[src/rtl/pifo_pkg.sv]
// pifo_pkg: shared widths and FSM encoding for the PIFO dequeue side.
package pifo_pkg;
  localparam int RANK_W = 8;
  localparam int META_W = 8;
  localparam int POP_CNT_W = 16;
  typedef enum logic [1:0] {IDLE = 2'd0, POP = 2'd1, SETTLE = 2'd2} state_t;
endpackage

[src/rtl/pifo_reader_if.sv]
// pifo_reader_if: downstream valid/ready stream carrying popped rank/meta pairs.
interface pifo_reader_if
  import pifo_pkg::*;
#(
  parameter int RANK_WIDTH = RANK_W,
  parameter int META_WIDTH = META_W
);
  logic                  m_valid;
  logic                  m_ready;
  logic [RANK_WIDTH-1:0] m_rank;
  logic [META_WIDTH-1:0] m_meta;
  modport master(output m_valid, m_rank, m_meta, input m_ready);
  modport slave(input m_valid, m_rank, m_meta, output m_ready);
endinterface

[src/rtl/pifo_reader_buf.sv]
// pifo_reader_buf: small circular sync FIFO; head reads as zero while empty.
module pifo_reader_buf
  import pifo_pkg::*;
#(
  parameter int WIDTH = RANK_W + META_W,
  parameter int DEPTH = 2
) (
  input  logic                     clk,
  input  logic                     rst,
  input  logic                     wr_en,
  input  logic [WIDTH-1:0]         wr_data,
  input  logic                     rd_en,
  output logic [WIDTH-1:0]         rd_data,
  output logic [$clog2(DEPTH):0]   count,
  output logic                     full,
  output logic                     empty
);
  localparam int AW = $clog2(DEPTH);
  localparam int CW = AW + 1;
  logic [WIDTH-1:0] mem [DEPTH];
  logic [AW-1:0] wr_ptr, rd_ptr;
  assign empty = count == '0;
  assign full = count == CW'(DEPTH);
  assign rd_data = empty ? '0 : mem[rd_ptr];
  always_ff @(posedge clk)
    if (wr_en) mem[wr_ptr] <= wr_data;
  always_ff @(posedge clk or posedge rst)
    if (rst) begin
      wr_ptr <= '0;
      rd_ptr <= '0;
      count <= '0;
    end else begin
      if (wr_en) wr_ptr <= wr_ptr + 1'b1;
      if (rd_en) rd_ptr <= rd_ptr + 1'b1;
      count <= count + CW'(wr_en) - CW'(rd_en);
    end
endmodule

[src/rtl/pifo_reader.sv]
// pifo_reader: pops the PIFO head with pacing and streams captured pairs downstream.
module pifo_reader
  import pifo_pkg::*;
#(
  parameter int RANK_WIDTH = RANK_W,
  parameter int META_WIDTH = META_W,
  parameter int BUF_DEPTH  = 2,
  parameter int GAP_WIDTH  = 8
) (
  input  logic                  clk,
  input  logic                  rst,
  input  logic                  enable,
  input  logic [GAP_WIDTH-1:0]  min_gap,
  input  logic                  pifo_valid_out,
  input  logic [RANK_WIDTH-1:0] pifo_rank_out,
  input  logic [META_WIDTH-1:0] pifo_meta_out,
  output logic                  pifo_remove,
  output logic [POP_CNT_W-1:0]  pop_count,
  output logic                  pop_err,
  pifo_reader_if.master         m
);
  localparam int CW = $clog2(BUF_DEPTH) + 1;
  localparam logic [CW-1:0] DEPTH_C = CW'(BUF_DEPTH);
  state_t state, state_nxt;
  logic [GAP_WIDTH-1:0] gap_cnt;
  logic [CW-1:0] count;
  logic launch, capture, buf_full, buf_empty, xfer;
  assign launch = enable && pifo_valid_out && count < DEPTH_C && gap_cnt == '0;
  assign capture = state == POP && pifo_valid_out && !buf_full;
  assign xfer = m.m_valid && m.m_ready;
  assign m.m_valid = !buf_empty;
  // POP always lasts one cycle so the head is never sampled right after a pop.
  always_comb begin
    state_nxt = state == POP ? SETTLE : (launch ? POP : IDLE);
    pifo_remove = state == POP;
  end
  always_ff @(posedge clk or posedge rst)
    if (rst) begin
      state <= IDLE;
      gap_cnt <= '0;
      pop_count <= '0;
      pop_err <= 1'b0;
    end else begin
      state <= state_nxt;
      gap_cnt <= state == POP ? min_gap : (gap_cnt != '0 ? gap_cnt - 1'b1 : gap_cnt);
      if (state == POP) begin
        pop_count <= pop_count + 1'b1;
        pop_err <= pop_err | !pifo_valid_out;
      end
    end
  pifo_reader_buf #(.WIDTH(RANK_WIDTH + META_WIDTH), .DEPTH(BUF_DEPTH)) u_buf (
    .clk(clk),
    .rst(rst),
    .wr_en(capture),
    .wr_data({pifo_rank_out, pifo_meta_out}),
    .rd_en(xfer),
    .rd_data({m.m_rank, m.m_meta}),
    .count(count),
    .full(buf_full),
    .empty(buf_empty)
  );
endmodule

[src/flat_wrapper.sv]
// flat-port wrapper written by rule: the top's interface ports become plain ports
module pifo_reader_flat import pifo_pkg::*;
#(
  parameter int RANK_WIDTH = RANK_W,
  parameter int META_WIDTH = META_W,
  parameter int BUF_DEPTH  = 2,
  parameter int GAP_WIDTH  = 8
)
  (clk, rst, enable, min_gap, pifo_valid_out, pifo_rank_out, pifo_meta_out, pifo_remove, pop_count, pop_err, m_m_valid, m_m_rank, m_m_meta, m_m_ready);
  pifo_reader_if #(.RANK_WIDTH(RANK_WIDTH), .META_WIDTH(META_WIDTH)) m_i ();
  input  logic clk;
  input  logic rst;
  input  logic enable;
  input  logic [GAP_WIDTH-1:0] min_gap;
  input  logic pifo_valid_out;
  input  logic [RANK_WIDTH-1:0] pifo_rank_out;
  input  logic [META_WIDTH-1:0] pifo_meta_out;
  output logic pifo_remove;
  output logic [POP_CNT_W-1:0] pop_count;
  output logic pop_err;
  output wire logic [$bits(m_i.m_valid)-1:0] m_m_valid;
  output wire logic [$bits(m_i.m_rank)-1:0] m_m_rank;
  output wire logic [$bits(m_i.m_meta)-1:0] m_m_meta;
  input wire logic [$bits(m_i.m_ready)-1:0] m_m_ready;
  assign m_m_valid = m_i.m_valid;
  assign m_m_rank = m_i.m_rank;
  assign m_m_meta = m_i.m_meta;
  assign m_i.m_ready = m_m_ready;
  pifo_reader #(.RANK_WIDTH(RANK_WIDTH), .META_WIDTH(META_WIDTH), .BUF_DEPTH(BUF_DEPTH), .GAP_WIDTH(GAP_WIDTH)) u_core (.clk(clk), .rst(rst), .enable(enable), .min_gap(min_gap), .pifo_valid_out(pifo_valid_out), .pifo_rank_out(pifo_rank_out), .pifo_meta_out(pifo_meta_out), .pifo_remove(pifo_remove), .pop_count(pop_count), .pop_err(pop_err), .m(m_i));
endmodule
[config.mk]
export PLATFORM = sky130hd
export DESIGN_NAME = pifo_reader_flat
export DESIGN_NICKNAME = d
export VERILOG_FILES = /design/src/rtl/pifo_pkg.sv /design/src/rtl/pifo_reader_if.sv /design/src/rtl/pifo_reader_buf.sv /design/src/rtl/pifo_reader.sv /design/src/flat_wrapper.sv
export SDC_FILE = /design/constraint.sdc
export NUM_CORES = 1
export LEC_CHECK = 0
export CAP_MARGIN = 20
export CORE_UTILIZATION = 44
export DETAILED_ROUTE_END_ITERATION = 6
export GPL_TIMING_DRIVEN = 0
export HOLD_SLACK_MARGIN = 0.06
export PLACE_DENSITY = 0.75
export SYNTH_ARGS = -nofsm -noshare
export SYNTH_HDL_FRONTEND = slang
export SYNTH_SLANG_ARGS = --single-unit
export TNS_END_PERCENT = 100
[constraint.sdc]
create_clock -name clk -period 2.1 [get_ports clk]
set_input_delay 0.42 -clock clk [delete_from_list [all_inputs] [get_ports clk]]
set_output_delay 0.42 -clock clk [all_outputs]
set_load 0.05 [all_outputs]
==> metrics.md <==
| Metric | Value |
|---|---|
| Worst-case clock buffer depth | 2 |
| Crit path arrival time | about 1.6 ns |
| Met3 wire length | ~290 µm |
| DRT iter0 DRCs | around 110 |
| Post-DRT Antenna Nets | 0 |
| Met2 WL post-DR | 2060 µm |
| Commonest non-fill, non-tap cell in the layout | clkdlybuf4s50_1 |
| Syn_area_per_cell | around 13 µm² |
| CP Max Fanout | 8 |
| Drt total wl | between 4000 and 5000 µm |
| Placed Area | 3430 µm² |
| CP startpoint kind | register |
| Slew HR | 0.610 |
| Register area | around 1700 µm² |
| RSZ-0062 raised after global routing | yes |
| Final setup vio count | 0 |
| Fmax | ~500 MHz |
| WL met1 | 2360 µm |
| Initial core utilization | 0.455 |
| Yosys warns | 0 |
| IO Port Bufs | 63 |
| Comb pwr share | 0.367 |
| Clock power frac | 0.264 |
| Post-Place Cells | about 350 |
| Die Span X | between 70 and 80 µm |
| Fin. max-slew vios | 0 |
| Wire per inst | ~13 µm |
| Remaining Overflow, GRT | 0 |
| Hold Violations, Final | 0 |
| Leakage | about 1.5 nW |
| CP Data Required Time | roughly 1.7 ns |
| Residual DRC count | 0 |
| Top-area cell type share of the netlist area | 0.359 |
| Initial antenna violation count | 0 |
| First-pass GRT wire length | slightly below 8000 µm |
| Clock Sink Count | 63 |
| Status | complete, no violations |
| Post-Syn Nets | 244 |
| Clk_lat worst skew | ~0.33 ns |
| Hold Crit Class | in -> async |
| GPL Wtd Cong | 0.787 |
| Synth Register Bits | between 60 and 70 |
| FP Rows | 28 |
| Cell count after synthesis | approximately 210 |
| Largest net degree at the start of global routing | 20 |
| Post-Layout Cell Count | approximately 370 |
| Crit path time final | about 2.0 ns |
| Fin area | 3630 µm² |
| Final worst slack | 0.0689 ns |
| CTS tree | done |
| Die ar. | around 6400 µm² |
| NetSw | ~1.5 mW |
| CP endpoint kind | primary output |
| Clock Pin Slew Worst Setup and Hold Paths | 0.07 ns |
| Register area share after synthesis | 0.649 |
| Internal cell power | 2.60 mW |
| Die extent in y | 80.0 µm |
| Area grow syn2layout | 35.7% |
| Final hold slack | approximately 0.45 ns |
| Ant. Diodes | 0 |
| Sequential Power Share | 0.369 |
| Distinct cell type count after synthesis | 32 |
| Period utilisation layout | 0.967 |
| Worst Skew | around 0.0095 ns |
| Final net count | 321 |
| First drt pass iteration count | 4 |
| Area occupied by multi-input gates | 911 µm² |
| Vias | 1802 |
| Filler instances | 480 |
| HPWL Detailed | around 3300 µm |
| Top layer in use | met4 |
| CTS buffer count | 9 |
| Placement Setup Slack | -0.631 ns |
| Top Ports | between 60 and 70 |
| Area of the core | roughly 6000 µm² |
| Sw Share | 0.373 |
| Layout cells sized above 1 | 0.150 |
| Area leader, netlist | edfxtp_1 |
| Tot GR Track Use | 0.166 |
| Vias in the first global route | between 1500 and 2000 |
| WS Path Type | reg -> out |
| Clock H-tree levels | 3 |
| Ranking of synthesized cells by area | edfxtp_1 36%, dfrtp_1 29%, mux2i_1 6.7% |
| Cell area power density | around 1100 nW/µm² |
| Slew @ Worst Pin | around 0.59 ns |
| Max_cap viols | 0 |
| Clock root buffer master | clkbuf_8 |
| Most frequent cells in the layout | 45 x clkdlybuf4s50_1, 32 x edfxtp_1, 31 x dfrtp_1 |
| Worst IR Drop VDD | between 0.0006 and 0.0007 V |
| Vias/cell | between 4 and 5 |
| Mapped Area | 2680 µm² |
-- per-stage QoR --
step / TNS [ns] / utilization / power [mW]
2_1_floorplan: 0 / - / 2.66
3_3_place_gp: -23.37 / 0.578 / 3.11
6_report: 0 / 0.617 / 4.15
4_1_cts: 0 / 0.627 / 4.24
5_1_grt: -0.0100 / 0.617 / 4.35
3_5_place_dp: -19.18 / 0.584 / 3.14
-- routing by layer --
metal | vias to the layer above | global-route usage
met5 | - | 0
met1 | 854 | 0.221
met4 | 0 | 0.0589
met3 | 5 | 0.0571
met2 | 50 | 0.251
li1 | 893 | -
-- worst max-delay path, cell delays in order (launching register included) --
cell and delay [ns]:
dfrtp_1 0.36, buf_4 0.18, mux2i_1 0.12, nor2_1 0.08, dlygate4sd2_1 0.54
-- registers in the layout, summed over array words and instances (netlist names) --
register             cells
u_core.u_buf.count       2
u_core.u_buf.wr_ptr      1
u_core.pop_count        16
u_core.gap_cnt           8
u_core.u_buf.rd_ptr      1
u_core.state             2
u_core.pop_err           1
u_core.u_buf.mem        32
-- power groups by stage --
| stage | logic (mW) | clock network (mW) | registers, mW |
|---|---|---|---|
| final | 1.52 | 1.10 | 1.53 |
| after global routing | 1.62 | 1.18 | 1.55 |
| after CTS | 1.59 | 1.12 | 1.53 |
| after detailed placement | 1.61 | 0 | 1.54 |
| after global placement | 1.57 | 0 | 1.54 |
| after floorplan | 1.13 | 0 | 1.53 |
-- repair_timing --
item,in CTS,in global routing
cloned,0,0
hold buffers,0,0
hold endpoints to repair,0,0
endpoints found under the setup margin,50,22
pin swaps,0,1
buffers inserted,2,0
gates resized for setup,52,24
-- Yosys cell counts --
| master | instances |
|---|---|
| a21oi_1 | 4 |
| a31oi_1 | 1 |
| a32oi_1 | 1 |
| and2_1 | 1 |
| and3_1 | 3 |
| buf_2 | 2 |
| clkbuf_1 | 3 |
| dfrtp_1 | 31 |
| edfxtp_1 | 32 |
| ha_1 | 3 |
| inv_1 | 7 |
| mux2i_1 | 18 |
| nand2_1 | 16 |
| nand2b_1 | 3 |
| nand3_1 | 9 |
| nand3b_1 | 2 |
| nand4_1 | 1 |
| nand4b_1 | 1 |
| nor2_1 | 27 |
| nor2_2 | 3 |
| nor2b_1 | 4 |
| nor3_1 | 6 |
| nor4_1 | 1 |
| nor4_2 | 2 |
| o21ai_0 | 3 |
| o21ai_1 | 1 |
| o21bai_1 | 1 |
| o31ai_1 | 2 |
| or2_1 | 1 |
| or4_4 | 1 |
| xnor2_1 | 14 |
| xor2_1 | 8 |
-- path summary, 6_finish.rpt --
| kind | start | end | slack (ns) | cells after the start |
|---|---|---|---|---|
| max in group asynchronous | rst | u_core.gap_cnt[6] | 1.14 | 3 |
| min reg2reg | u_core.pop_count[15] | u_core.pop_count[15] | 0.48 | 1 |
| min | rst | u_core.pop_count[15] | 0.45 | 2 |
| min in group clk | u_core.pop_count[15] | u_core.pop_count[15] | 0.48 | 1 |
| max reg2reg | u_core.state[1] | u_core.u_buf.mem[0][14] | 0.39 | 4 |
| max | u_core.u_buf.rd_ptr | m_m_meta[4] | 0.07 | 4 |
-- kinds of logic (layout without fill, tap and decap cells) --
logic type               count (synthesis)  after routing  synth area share
AO/OA/AOI/OAI                           13             13            0.0290
multiplexers                            18             18            0.0674
adder cells (fa/ha/maj)                  3              3            0.0140
flip-flops                              63             63             0.649
XOR/XNOR                                22             22            0.0720
buffers and inverters                   12             94            0.0178
AND/OR/NAND/NOR                         81             81             0.151
-- area by class of cell --
class | count | area share
well taps | 75 | 0.0258
clock inverters | 5 | 0.0203
inverters | 7 | 0.00827
multi-input cells | 137 | 0.251
plain buffers | 4 | 0.00827
repair buffers | 67 | 0.172
clock buffers | 11 | 0.0362
flip-flops and latches | 63 | 0.478
Note: power is estimated with default switching activity, not from simulation.
